===== config.mk =====
export PLATFORM = sky130hd
export DESIGN_NAME = pi_cmd_frontend
export DESIGN_NICKNAME = d
export VERILOG_FILES = /design/src/rtl/pi_cmd_frontend.sv
export SDC_FILE = /design/constraint.sdc
export NUM_CORES = 1
export LEC_CHECK = 0
export BUFFER_PORTS_ARGS = -buffer_cell sky130_fd_sc_hd__buf_4
export CAP_MARGIN = 20
export CORE_ASPECT_RATIO = 1.5
export CORE_UTILIZATION = 50
export DETAILED_ROUTE_END_ITERATION = 10
export GPL_ROUTABILITY_DRIVEN = 1
export PLACE_DENSITY = 0.75
export SLEW_MARGIN = 0
export SYNTH_ARGS = -nofsm -noshare
export SYNTH_HDL_FRONTEND = slang
export SYNTH_SLANG_ARGS = --single-unit

===== constraint.sdc =====
create_clock -name M68K_CLK -period 2.1 [get_ports M68K_CLK]
set_clock_uncertainty 0.05 [all_clocks]
set_input_delay 0.105 -clock M68K_CLK [delete_from_list [all_inputs] [get_ports M68K_CLK]]
set_output_delay 0.105 -clock M68K_CLK [all_outputs]
set_load 0.03 [all_outputs]

===== src/rtl/pi_cmd_frontend.sv =====
// rtl/pi_cmd_frontend.sv - Pi-side command front end: strobe sync, register decode, bus transaction request.
// Optional build macro: TXN_TIMEOUT_EN (aborts stalled transactions after TIMEOUT_CYCLES).
module pi_cmd_frontend #(
    parameter int          SYNC_STAGES    = 2,
    parameter logic [10:0] FWREV          = 11'h001,
    parameter int          TIMEOUT_CYCLES = 1023
) (
    input  logic        M68K_CLK,
    input  logic        M68K_RESET_n,
    input  logic [1:0]  PI_A,
    input  logic        PI_RD,
    input  logic        PI_WR,
    input  logic [15:0] PI_D_IN,
    output logic [15:0] PI_D_OUT,
    output logic        PI_D_OE,
    input  logic [2:0]  IPL,
    output logic        TXN_REQ,
    input  logic        TXN_ACK,
    input  logic [15:0] TXN_RDATA,
    output logic [23:0] TXN_ADDR,
    output logic [15:0] TXN_WDATA,
    output logic        TXN_RW,
    output logic        TXN_UDS_n,
    output logic        TXN_LDS_n,
    output logic [2:0]  TXN_FC,
    output logic        PI_TXN_IN_PROGRESS,
    output logic        STATUS_WE,
    output logic [15:0] STATUS_D
);

    localparam logic [1:0] REG_DATA    = 2'd0;
    localparam logic [1:0] REG_ADDR_LO = 2'd1;
    localparam logic [1:0] REG_ADDR_HI = 2'd2;
    localparam logic [1:0] REG_STATUS  = 2'd3;

    typedef enum logic [0:0] {
        IDLE = 1'b0,
        REQ  = 1'b1
    } state_t;

    state_t state_q, state_d;

    logic [SYNC_STAGES-1:0] rd_sync;
    logic [SYNC_STAGES-1:0] wr_sync;
    logic [1:0]             a_sync [SYNC_STAGES];
    logic [15:0]            d_sync [SYNC_STAGES];
    logic                   rd_d, wr_d;

    logic        rd_s, wr_s, rd_rise, wr_rise;
    logic [1:0]  a_s;
    logic [15:0] d_s;
    logic        accept, launch, ack_hit, tmo_hit, ovr_set, stat_rd;
    logic        ovr_err, err_bit, byte_q;
    logic [15:0] rdata_q;
    logic [15:0] rd_mux;

    // A/D travel through the same depth as the strobes so they line up at the edge detector
    always_ff @(posedge M68K_CLK or negedge M68K_RESET_n) begin
        if (!M68K_RESET_n) begin
            rd_sync <= '0;
            wr_sync <= '0;
            rd_d    <= 1'b0;
            wr_d    <= 1'b0;
            for (int i = 0; i < SYNC_STAGES; i++) begin
                a_sync[i] <= 2'd0;
                d_sync[i] <= 16'd0;
            end
        end else begin
            rd_sync   <= {rd_sync[SYNC_STAGES-2:0], PI_RD};
            wr_sync   <= {wr_sync[SYNC_STAGES-2:0], PI_WR};
            a_sync[0] <= PI_A;
            d_sync[0] <= PI_D_IN;
            for (int i = 1; i < SYNC_STAGES; i++) begin
                a_sync[i] <= a_sync[i-1];
                d_sync[i] <= d_sync[i-1];
            end
            rd_d <= rd_sync[SYNC_STAGES-1];
            wr_d <= wr_sync[SYNC_STAGES-1];
        end
    end

    assign rd_s    = rd_sync[SYNC_STAGES-1];
    assign wr_s    = wr_sync[SYNC_STAGES-1];
    assign a_s     = a_sync[SYNC_STAGES-1];
    assign d_s     = d_sync[SYNC_STAGES-1];
    assign rd_rise = rd_s & ~rd_d;
    assign wr_rise = wr_s & ~wr_d;

    assign accept  = wr_rise && (state_q == IDLE);
    assign launch  = accept && (a_s == REG_ADDR_HI);
    assign ack_hit = (state_q == REQ) && TXN_ACK;
    assign ovr_set = wr_rise && (state_q == REQ) && (a_s != REG_STATUS);
    assign stat_rd = rd_rise && (a_s == REG_STATUS);

`ifdef TXN_TIMEOUT_EN
    localparam logic [9:0] TMO_LAST = 10'(TIMEOUT_CYCLES - 1);

    logic [9:0] tmo_cnt;
    logic       tmo_err;

    // Counter is held at zero in IDLE, so it restarts on every REQ entry
    always_ff @(posedge M68K_CLK or negedge M68K_RESET_n) begin
        if (!M68K_RESET_n) begin
            tmo_cnt <= 10'd0;
            tmo_err <= 1'b0;
        end else begin
            tmo_cnt <= (state_q == REQ) ? tmo_cnt + 10'd1 : 10'd0;
            tmo_err <= tmo_hit | (tmo_err & ~stat_rd);
        end
    end

    assign tmo_hit = (state_q == REQ) && !TXN_ACK && (tmo_cnt == TMO_LAST);
    assign err_bit = ovr_err | tmo_err;
`else
    logic unused_tmo;

    assign unused_tmo = ^TIMEOUT_CYCLES;
    assign tmo_hit    = 1'b0;
    assign err_bit    = ovr_err;
`endif

    always_ff @(posedge M68K_CLK or negedge M68K_RESET_n) begin
        if (!M68K_RESET_n) begin
            state_q <= IDLE;
        end else begin
            state_q <= state_d;
        end
    end

    always_comb begin
        state_d            = state_q;
        TXN_REQ            = 1'b0;
        PI_TXN_IN_PROGRESS = 1'b0;
        case (state_q)
            IDLE: begin
                if (launch) begin
                    state_d = REQ;
                end
            end
            REQ: begin
                TXN_REQ            = 1'b1;
                PI_TXN_IN_PROGRESS = 1'b1;
                if (TXN_ACK || tmo_hit) begin
                    state_d = IDLE;
                end
            end
            default: state_d = IDLE;
        endcase
    end

    // Transaction request words; only STATUS is writable while a bus cycle is outstanding
    always_ff @(posedge M68K_CLK or negedge M68K_RESET_n) begin
        if (!M68K_RESET_n) begin
            TXN_ADDR  <= 24'd0;
            TXN_WDATA <= 16'd0;
            TXN_RW    <= 1'b1;
            TXN_UDS_n <= 1'b1;
            TXN_LDS_n <= 1'b1;
            TXN_FC    <= 3'b110;
            byte_q    <= 1'b0;
            STATUS_D  <= 16'd0;
            STATUS_WE <= 1'b0;
        end else begin
            STATUS_WE <= 1'b0;
            if (wr_rise && (a_s == REG_STATUS)) begin
                STATUS_D  <= d_s;
                STATUS_WE <= 1'b1;
            end
            if (accept) begin
                case (a_s)
                    REG_DATA:    TXN_WDATA <= d_s;
                    REG_ADDR_LO: TXN_ADDR[15:0] <= d_s;
                    REG_ADDR_HI: begin
                        TXN_ADDR[23:16] <= d_s[7:0];
                        TXN_RW          <= d_s[9];
                        TXN_FC          <= d_s[15:13];
                        byte_q          <= d_s[8];
                        TXN_UDS_n       <= d_s[8] & TXN_ADDR[0];
                        TXN_LDS_n       <= d_s[8] & ~TXN_ADDR[0];
                    end
                    default: ;
                endcase
            end
        end
    end

    // Set wins over the clear-on-STATUS-read
    always_ff @(posedge M68K_CLK or negedge M68K_RESET_n) begin
        if (!M68K_RESET_n) begin
            ovr_err <= 1'b0;
            rdata_q <= 16'd0;
        end else begin
            ovr_err <= ovr_set | (ovr_err & ~stat_rd);
            if (ack_hit && TXN_RW) begin
                rdata_q <= TXN_RDATA;
            end else if (tmo_hit) begin
                rdata_q <= 16'hFFFF;
            end
        end
    end

    always_comb begin
        rd_mux = 16'd0;
        case (a_s)
            REG_DATA:    rd_mux = rdata_q;
            REG_ADDR_LO: rd_mux = TXN_ADDR[15:0];
            REG_ADDR_HI: rd_mux = {TXN_FC, 3'b000, TXN_RW, byte_q, TXN_ADDR[23:16]};
            REG_STATUS:  rd_mux = {IPL, FWREV, PI_TXN_IN_PROGRESS, err_bit};
            default:     rd_mux = 16'd0;
        endcase
    end

    // Read word is captured at the strobe edge so a clear-on-read cannot alter it mid-strobe
    always_ff @(posedge M68K_CLK or negedge M68K_RESET_n) begin
        if (!M68K_RESET_n) begin
            PI_D_OE  <= 1'b0;
            PI_D_OUT <= 16'd0;
        end else begin
            PI_D_OE <= rd_s;
            if (rd_rise) begin
                PI_D_OUT <= rd_mux;
            end
        end
    end

endmodule


==> results of run 1 <==
-- per-layer routing --
layer,vias to the layer above,global-route usage (%)
met2,90,37.4
met5,-,0
met4,0,9.02
li1,1464,-
met3,14,5.53
met1,1659,28.1
-- synth_stat cells --
cell                       instances  area, µm²
sky130_fd_sc_hd__buf_8             1       15.0
sky130_fd_sc_hd__inv_1             3       11.3
sky130_fd_sc_hd__o21ai_0           6       30.0
sky130_fd_sc_hd__dfrtp_1         135       3380
sky130_fd_sc_hd__nand2_1          20       75.1
sky130_fd_sc_hd__nand3_4           1       17.5
sky130_fd_sc_hd__nand2b_1          2       12.5
sky130_fd_sc_hd__and2b_1           1       7.51
sky130_fd_sc_hd__buf_2             2       10.0
sky130_fd_sc_hd__clkbuf_1          4       15.0
sky130_fd_sc_hd__mux4_2            5        113
sky130_fd_sc_hd__buf_12            1       20.0
sky130_fd_sc_hd__and3b_1           1       8.76
sky130_fd_sc_hd__nor2_1            8       30.0
sky130_fd_sc_hd__mux2i_1          12        120
sky130_fd_sc_hd__nor2b_1           3       18.8
sky130_fd_sc_hd__buf_6             6       67.6
sky130_fd_sc_hd__nand3_2           2       20.0
sky130_fd_sc_hd__mux2_2           61        687
sky130_fd_sc_hd__or2_2             7       43.8
sky130_fd_sc_hd__mux2_4           18        270
sky130_fd_sc_hd__buf_4             2       15.0
sky130_fd_sc_hd__a31oi_1           1       6.26
sky130_fd_sc_hd__nand3_1           1       5.00
sky130_fd_sc_hd__dfstp_2           5        131
sky130_fd_sc_hd__a21oi_1          15       75.1
-- stage by stage --
stage / setup slack [ns] / instances
after floorplan: 0.491 / 323
after global placement: 0.383 / 556
after detailed placement: 0.330 / 556
after CTS: 0.307 / 625
after global routing: 0.246 / 625
final: 0.345 / 625
-- cells by family (layout without fill, tap and decap cells) --
logic type | count (synthesis) | in the layout | synth area share [%]
and+or+nand+nor | 46 | 46 | 4.59
buffers and inverters | 19 | 204 | 2.96
AOI/OAI and AO/OA | 22 | 22 | 2.14
DFF | 140 | 140 | 67.4
muxes | 96 | 96 | 22.9
-- flip-flops by register name, indices dropped and copies added, names as in the netlist --
signal and flops:
wr_sync 2, err_bit 1, wr_d 1, TXN_LDS_n 1, state_q 1, a_sync 2
TXN_ADDR 24, STATUS_D 16, TXN_FC 3, STATUS_WE 1, TXN_RW 1, PI_D_OE 1
PI_D_OUT 16, a_s 2, d_sync 16, TXN_UDS_n 1, TXN_WDATA 16, d_s 16
rdata_q 16, byte_q 1, rd_sync 2
-- cells in the final DEF, fill, tap and decap left out, drive strengths merged, types with 5 or more instances in the layout --
cell / count
o21ai: 6
mux2: 79
nand2: 20
mux2i: 12
dfrtp: 135
nor2: 8
mux4: 5
or2: 7
buf: 132
dfstp: 5
a21oi: 15
clkbuf: 21
dlygate4sd3: 38
clkinv: 6
-- worst max-delay path by stage --
| stage | from | end | slack (ns) | cells after the start |
|---|---|---|---|---|
| finish | a_s[0] | TXN_ADDR[5] | 0.34 | 3 |
| global route | a_s[0] | STATUS_D[6] | 0.25 | 3 |
| CTS | a_s[0] | TXN_ADDR[5] | 0.31 | 3 |
| detailed placement | a_s[0] | TXN_ADDR[5] | 0.33 | 3 |
| global placement | a_s[0] | TXN_ADDR[12] | 0.38 | 3 |
| floorplan | state_q | TXN_WDATA[10] | 0.49 | 5 |
-- power groups by stage --
stage	logic, mW	clock network [mW]	registers (mW)
finish	2.18	2.89	3.60
global route	2.30	3.06	3.67
CTS	2.20	2.94	3.61
detailed placement	2.13	0	3.64
global placement	2.09	0	3.62
floorplan	0.632	0	4.23
-- worst max-delay path, stage by stage (launching register included) --
cell,delay [ns]
sky130_fd_sc_hd__dfrtp_1,0.35
sky130_fd_sc_hd__buf_4,0.35
sky130_fd_sc_hd__nand3_2,0.45
sky130_fd_sc_hd__mux2_2,0.43
-- area by class of cell --
class	count	area share, %
Inverter	3	0.157
Clock buffer	21	6.55
Sequential cell	140	48.9
Tap cell	117	2.04
Timing Repair Buffer	170	19.3
Multi-Input combinational cell	164	21.4
Clock inverter	10	1.62
-- repair_timing --
item	in CTS	in global routing
setup buffers	0	0
hold endpoints to repair	93	0
gates resized for setup	0	0
hold buffers	38	0
==> impl_metrics.py, run 1 <==
metrics = {
    "outcome": {
        "run_status": "finished, final reports clean",
    },
    "cts": {
        "cts_buf_count": 17,
        "cts.reportedPaths.clkPinSlew_ns": 0.06,
        "cts.sink_count": 140,
        "max-clock-path-buffers": 2,
        "clock_latency_ns": 0.40,
        "library_cell_used_as_clock_root_buffer": "sky130_fd_sc_hd__clkbuf_16",
        "cts_tree": "yes",
        "htree_levels": 4,
    },
    "power": {
        "fin_total_pwr_mw": 8.68,
        "part_of_the_power_in_registers_pct": 41.5,
        "p_switching_mw": 2.60,
        "power-per-cell-area_mw_per_mm2": 1210,
        "clockPowerShare_pct": 33.3,
        "power.leakage_nw": 3.46,
        "power.internal_mw": 6.08,
        "vdd.ir_drop.worst_mv": 0.737,
        "p_sw_share_pct": 30.0,
        "comb_power_share_pct": 25.2,
    },
    "hold_path": {
        "hp-class": "in -> reg",
        "hold_path_depth": 4,
        "hold_path_startpoint": "IPL[1]",
        "hold-path-endpoint": "PI_D_OUT[14]",
    },
    "sta": {
        "clock.fmax_ghz": 0.570,
        "rsz_0062_raised_after_global_routing": "no",
        "drv_slew": 0,
        "max-slew-margin-rel_pct": 53.6,
        "fin_hold_ws_ns": 0.0787,
        "finalCritPeriodShare_pct": 83.6,
        "setup_viol": 0,
        "setup_total_negative_slack_ns": 0,
        "total_count_of_hold_check_failures_in_the_final_report": 0,
        "worstMarginPinSlew_ns": 0.696,
        "final_period_minus_worst_setup_slack_ns": 1.76,
    },
    "route": {
        "dr.first_iter.drc_count": 163,
        "antenna_left": 0,
        "drt_first_pass_iters": 6,
        "m1WireLength_mm": 4.52,
        "routed.top_layer": "met4",
        "avgViaCountPerCell": 5.16,
        "drt_wl_total_mm": 11.1,
        "avgRoutedWirePerCell_um": 17.8,
        "met3RoutedLength_um": 454,
        "detailroute.via_count": 3227,
        "detailroute.wirelength.met2_mm": 5.95,
        "number_of_design_rule_violations_left_after_detail_routing": 0,
    },
    "cells_and_area": {
        "fin_util_pct": 70.9,
        "footprint_of_the_multi_input_gates_mm2": 0.00154,
        "design_area_mm2": 0.00718,
        "layout-drive-gt1-share_pct": 51.4,
        "diodes": 0,
        "areaGrowthSynthToFinish_pct": 38.0,
        "finish.net_count": 538,
        "layout.area.seq_mm2": 0.00351,
        "layout.filler_cells": 675,
    },
    "synthesis": {
        "synth_cell_type_count": 26,
        "postSynthAreaPerCell_um2": 16.1,
        "syn_area_mm2": 0.00520,
        "sequential_fraction_of_the_synthesis_area_pct": 67.4,
        "synth.ff_latch_count": 140,
        "yosysWarningCount": 0,
        "mappedNetlistNets": 365,
        "synth_cells": 323,
    },
    "setup_path": {
        "worstPathRequired_ns": 2.33,
        "worstPathMaxFanout": 20,
        "reg2reg_from": "a_s[0]",
        "rr_endpoint": "TXN_ADDR[5]",
        "type_of_the_worst_setup_path": "reg -> reg",
        "crit_path_start_kind": "flip-flop",
        "worst-r2r-setup-slack_ns": 0.34,
        "critical_path.endpoint_type": "flip-flop",
        "rr_worst_depth": 3,
        "worst_ep_arrival_time_ns": 1.99,
    },
    "global_routing": {
        "globalRoute.totalOverflow": 0,
        "vias_in_the_first_global_route": 3477,
        "groute.usage.overall_pct": 22.4,
        "grt_antenna_before_repair": 0,
        "grt_start_max_net_pins": 60,
        "grt_first_pass_wirelength_mm": 18.1,
    },
    "die": {
        "coreArea_mm2": 0.0101,
        "pin_count": 124,
        "placement_rows": 45,
        "initial_core_util_pct": 51.3,
        "design.die.area_mm2": 0.0108,
        "die-width_um": 85.3,
        "fp.dieH_um": 127,
    },
    "placement": {
        "placed_area_mm2": 0.00621,
        "hpwlAfterDp_mm": 7.57,
        "gp_congestion": 0.783,
        "io_buffers": 123,
    },
    "job": {
        "maxCapViolCount": 0,
    },
}
(Power assumes the default switching activity.)
==> inputs of run 2 (changes only) <==
==> constraint.sdc (replaced) <==
create_clock -name M68K_CLK -period 1.8 [get_ports M68K_CLK]
set_clock_uncertainty 0.05 [all_clocks]
set_input_delay 0.09 -clock M68K_CLK [delete_from_list [all_inputs] [get_ports M68K_CLK]]
set_output_delay 0.09 -clock M68K_CLK [all_outputs]
set_load 0.03 [all_outputs]
==> run 2 against run 1 <==
Global-route usage decreased by 0.17 points; worst setup slack worse by 0.13 ns; cell area is 0.12% higher; core utilization rose by 0.086 points; die area unchanged.
==> impl_metrics.py, run 2 (synthesis results as in run 1) <==
metrics = {
    "sta": {
        "max-slew-margin-rel_pct": 52.5,
        "finalCritPeriodShare_pct": 88.0,
        "final_period_minus_worst_setup_slack_ns": 1.58,
        "rsz_0062_raised_after_global_routing": "no",
        "setup_total_negative_slack_ns": 0,
        "worstMarginPinSlew_ns": 0.712,
        "setup_viol": 0,
        "drv_slew": 0,
        "clock.fmax_ghz": 0.631,
        "total_count_of_hold_check_failures_in_the_final_report": 0,
    },
    "setup_path": {
        "worstPathRequired_ns": 2.03,
        "worst_ep_arrival_time_ns": 1.82,
        "path_cells": "buf_4, and2b_1, nand3_4, mux2_2",
        "critPathLaunch": "a_s[1]",
        "slowest_stage": "sky130_fd_sc_hd__dfrtp_1",
        "type_of_the_worst_setup_path": "reg -> reg",
        "worstPathMaxFanout": 16,
        "reg2reg_from": "a_s[1]",
        "crit_path_start_kind": "flip-flop",
        "critPathBufInv": 1,
        "critical_path.endpoint_type": "flip-flop",
        "path_delay_family": "simple AND/OR/NAND/NOR gates",
        "worst-r2r-setup-slack_ns": 0.22,
        "cpPeakStageDelay_ns": 0.40,
    },
    "cells_and_area": {
        "diodes": 0,
        "finish.net_count": 544,
        "most-common-layout-cells": "sky130_fd_sc_hd__dfrtp_1 (135), sky130_fd_sc_hd__buf_4 (133), sky130_fd_sc_hd__mux2_2 (61)",
        "fin_util_pct": 71.0,
        "areaGrowthSynthToFinish_pct": 38.2,
        "layout.filler_cells": 701,
        "layout.area.seq_mm2": 0.00351,
        "registers.top_by_ff_count": "TXN_ADDR",
        "layout.cells.most_common": "sky130_fd_sc_hd__dfrtp_1",
        "layout-drive-gt1-share_pct": 51.4,
        "footprint_of_the_multi_input_gates_mm2": 0.00154,
        "largest_reg_flops": 24,
    },
    "placement": {
        "gp_congestion": 0.786,
        "io_buffers": 123,
        "hpwlAfterDp_mm": 7.55,
    },
    "die": {
        "die-width_um": 85.3,
        "pin_count": 124,
        "coreArea_mm2": 0.0101,
        "fp.dieH_um": 127,
        "placement_rows": 45,
        "design.die.area_mm2": 0.0108,
        "initial_core_util_pct": 51.3,
    },
    "cts": {
        "clock_latency_ns": 0.40,
        "postCtsHoldBufs": 38,
        "cts_setup_buffers": 0,
        "library_cell_used_as_clock_root_buffer": "sky130_fd_sc_hd__clkbuf_16",
        "max-clock-path-buffers": 2,
        "cts_buf_count": 17,
        "htree_levels": 4,
        "cts_tree": "yes",
        "post_cts.resized_instances": 0,
        "cts.sink_count": 140,
        "cts.reportedPaths.clkPinSlew_ns": 0.06,
    },
    "route": {
        "detailroute.via_count": 3222,
        "dr.first_iter.drc_count": 107,
        "drt_wl_total_mm": 11.0,
        "drt_first_pass_iters": 4,
        "avgViaCountPerCell": 5.11,
        "avgRoutedWirePerCell_um": 17.4,
        "number_of_design_rule_violations_left_after_detail_routing": 0,
        "antenna_left": 0,
    },
    "hold_path": {
        "hp-class": "in -> reg",
        "hold_path_startpoint": "IPL[1]",
    },
    "global_routing": {
        "grt_start_max_net_pins": 65,
        "grt_antenna_before_repair": 0,
        "groute.usage.overall_pct": 22.2,
        "vias_in_the_first_global_route": 3429,
        "globalRoute.totalOverflow": 0,
        "grt_first_pass_wirelength_mm": 18.0,
    },
    "job": {
        "maxCapViolCount": 0,
    },
    "power": {
        "vdd.ir_drop.worst_mv": 0.793,
        "power.leakage_nw": 3.47,
        "power-per-cell-area_mw_per_mm2": 1360,
    },
    "outcome": {
        "run_status": "finished, final reports clean",
    },
}
## run 2: final timing paths
path                                 to  cells past startpoint
max in group asynchronous   TXN_ADDR[3]                      3
hold reg to reg              rd_sync[1]                      0
setup / recovery                 byte_q                      4
min in group asynchronous    d_sync[19]                      2
hold / removal             PI_D_OUT[14]                      4
setup reg to reg                 byte_q                      4
## run 2: through the flow
| step | worst slack, ns | cells | hold slack [ns] | area (µm²) | power, mW |
|---|---|---|---|---|---|
| 2_1_floorplan | 0.191 | 323 | -0.256 | 5200 | 5.68 |
| 3_3_place_gp | 0.270 | 562 | -0.0860 | 6300 | 6.67 |
| 3_5_place_dp | 0.221 | 562 | -0.0763 | 6300 | 6.75 |
| 4_1_cts | 0.204 | 631 | 0.0428 | 7190 | 9.86 |
| 5_1_grt | 0.126 | 631 | 0.0697 | 7190 | 10.2 |
| 6_report | 0.216 | 631 | 0.0616 | 7190 | 9.77 |
## run 2: cell type report
| cell class | instances | area share [%] |
|---|---|---|
| clock buffers | 23 | 6.51 |
| inverters | 3 | 0.157 |
| multi-input cells | 164 | 21.4 |
| well taps | 117 | 2.04 |
| flip-flops and latches | 140 | 48.8 |
| repair buffers | 176 | 20.4 |
| clock inverters | 8 | 0.626 |
## run 2: routing by layer
layer  GRT usage, %  wire length, µm
met5              0                0
met4           10.0              246
met3           5.01              409
met2           35.9             5680
met1           28.9             4640
## run 2: worst register-to-register path: stages (launching register included)
cell and delay [ns]:
sky130_fd_sc_hd__dfrtp_1 0.40, sky130_fd_sc_hd__buf_4 0.18, sky130_fd_sc_hd__and2b_1 0.20, sky130_fd_sc_hd__nand3_4 0.26, sky130_fd_sc_hd__mux2_2 0.38
## run 2: power breakdown
group | total [mW] | internal (mW) | switching (mW)
Sequential | 4.20 | 3.77 | 0.431
Combinational | 2.56 | 1.19 | 1.37
Clock | 3.00 | 1.81 | 1.20
==> inputs of run 3 (changes only) <==
--- a/config.mk
+++ b/config.mk
@@ -11,6 +11,7 @@
 export CORE_UTILIZATION = 50
 export DETAILED_ROUTE_END_ITERATION = 10
 export GPL_ROUTABILITY_DRIVEN = 1
+export MAX_ROUTING_LAYER = met4
 export PLACE_DENSITY = 0.75
 export SLEW_MARGIN = 0
 export SYNTH_ARGS = -nofsm -noshare
==> run 3 against run 2 <==
Die area unchanged; flip-flop and latch count did not move; worst setup slack improved by 0.00073 ns; critical path type unchanged; via count decreased by 0.19%; fmax is essentially flat; global-route usage grew 0.83 points; non-clock buffer count did not move; largest power group unchanged.
==> impl_metrics.py, run 3 (synthesis results as in run 1) <==
metrics = {
    "die": {
        "fp.dieH_um": 127,
        "coreArea_mm2": 0.0101,
        "design.die.area_mm2": 0.0108,
        "initial_core_util_pct": 51.3,
        "placement_rows": 45,
        "die-width_um": 85.3,
        "pin_count": 124,
    },
    "placement": {
        "io_buffers": 123,
        "hpwlAfterDp_mm": 7.55,
        "placed_area_mm2": 0.00630,
        "gp_congestion": 0.797,
    },
    "cts": {
        "cts.reportedPaths.clkPinSlew_ns": 0.06,
        "post_cts.resized_instances": 0,
        "clock_latency_ns": 0.40,
        "cts.sink_count": 140,
        "htree_levels": 4,
        "library_cell_used_as_clock_root_buffer": "sky130_fd_sc_hd__clkbuf_16",
        "cts_tree": "yes",
        "cts_buf_count": 17,
        "max-clock-path-buffers": 2,
    },
    "setup_path": {
        "worst_ep_arrival_time_ns": 1.82,
        "worstPathRequired_ns": 2.04,
        "critical_path.endpoint_type": "flip-flop",
        "reg2reg_from": "a_s[1]",
        "crit_path_start_kind": "flip-flop",
        "type_of_the_worst_setup_path": "reg -> reg",
        "worstPathMaxFanout": 16,
        "critPathLaunch": "a_s[1]",
        "worst-r2r-setup-slack_ns": 0.22,
        "rr_worst_depth": 4,
        "rr_endpoint": "byte_q",
    },
    "global_routing": {
        "vias_in_the_first_global_route": 3421,
        "gr-max-usage-layer": "met2",
        "grt_util_met3_pct": 5.73,
        "globalRoute.totalOverflow": 0,
        "grt_antenna_before_repair": 0,
        "grt_first_pass_wirelength_mm": 18.0,
        "groute.usage.overall_pct": 23.1,
        "grt_start_max_net_pins": 65,
        "global_route.usage.met1_pct": 29.3,
        "globalRouteMet2Util_pct": 35.7,
    },
    "cells_and_area": {
        "largest_reg_flops": 24,
        "fin_util_pct": 71.0,
        "most-common-layout-cells": "sky130_fd_sc_hd__dfrtp_1 (135), sky130_fd_sc_hd__buf_4 (133), sky130_fd_sc_hd__mux2_2 (61)",
        "areaGrowthSynthToFinish_pct": 38.2,
        "registers.top_by_ff_count": "TXN_ADDR",
        "layout.cells.most_common": "sky130_fd_sc_hd__dfrtp_1",
        "diodes": 0,
        "design_area_mm2": 0.00719,
        "finish.net_count": 544,
        "layout-drive-gt1-share_pct": 51.4,
    },
    "route": {
        "number_of_design_rule_violations_left_after_detail_routing": 0,
        "drt_first_pass_iters": 4,
        "avgRoutedWirePerCell_um": 17.4,
        "drt_wl_total_mm": 11.0,
        "detailroute.via_count": 3216,
        "avgViaCountPerCell": 5.10,
        "antenna_left": 0,
        "dr.first_iter.drc_count": 110,
    },
    "sta": {
        "rsz_0062_raised_after_global_routing": "no",
        "max-slew-margin-rel_pct": 52.9,
        "total_count_of_hold_check_failures_in_the_final_report": 0,
        "setup_viol": 0,
        "final_period_minus_worst_setup_slack_ns": 1.58,
        "drv_slew": 0,
        "clock.fmax_ghz": 0.632,
        "worstMarginPinSlew_ns": 0.707,
        "finalCritPeriodShare_pct": 87.9,
        "setup_total_negative_slack_ns": 0,
    },
    "hold_path": {
        "hold_path_depth": 4,
        "hold-path-endpoint": "PI_D_OUT[14]",
        "hp-class": "in -> reg",
        "hold_path_startpoint": "IPL[1]",
    },
    "power": {
        "power-per-cell-area_mw_per_mm2": 1360,
        "power.leakage_nw": 3.47,
        "vdd.ir_drop.worst_mv": 0.796,
    },
    "outcome": {
        "run_status": "finished, final reports clean",
    },
    "job": {
        "maxCapViolCount": 0,
    },
}
run 3: cell counts in the layout (fill, tap and decap cells not counted):
No cell type changed its count.
run 3: worst max-delay path by stage:
stage	to	slack, ns	cells after the start
global placement	TXN_ADDR[23]	0.27	4
floorplan	TXN_WDATA[10]	0.19	5
finish	byte_q	0.22	4
detailed placement	byte_q	0.22	4
CTS	byte_q	0.20	4
global route	TXN_ADDR[18]	0.13	4
run 3: per-stage QoR:
step,power (mW),hold slack (ns),cells,setup slack [ns]
CTS,9.86,0.0428,631,0.204
floorplan,5.68,-0.256,323,0.191
global route,10.2,0.0658,631,0.126
finish,9.77,0.0608,631,0.217
global placement,6.67,-0.0860,562,0.270
detailed placement,6.75,-0.0763,562,0.221
run 3: cell type report:
type | instances | area (µm²)
Sequential cell | 140 | 3510
Inverter | 3 | 11.3
Clock inverter | 8 | 45.0
Tap cell | 117 | 146
Clock buffer | 23 | 468
Fill cell | 701 | 2940
Multi-Input combinational cell | 164 | 1540
Timing Repair Buffer | 176 | 1470
run 3: routing by layer:
metal,wire length (µm),vias up
met3,453,16
met5,0,-
met2,5700,92
met4,231,0
met1,4570,1634
li1,-,1474
run 3: critical path, cell delays in order (launching register included):
cell and delay, ns:
sky130_fd_sc_hd__dfrtp_1 0.40, sky130_fd_sc_hd__buf_4 0.18, sky130_fd_sc_hd__and2b_1 0.20, sky130_fd_sc_hd__nand3_4 0.26, sky130_fd_sc_hd__mux2_2 0.37
run 3: where the power goes:
part | internal [mW] | switching, mW | leakage [nW]
clock network | 1.81 | 1.20 | 0.252
logic | 1.19 | 1.37 | 1.54
registers | 3.77 | 0.429 | 1.68
total | 6.77 | 2.99 | 3.47
run 3: timing repair:
item / CTS / global route
hold endpoints to repair: 172 / 0
setup buffers: 0 / 0
hold buffers: 38 / 0
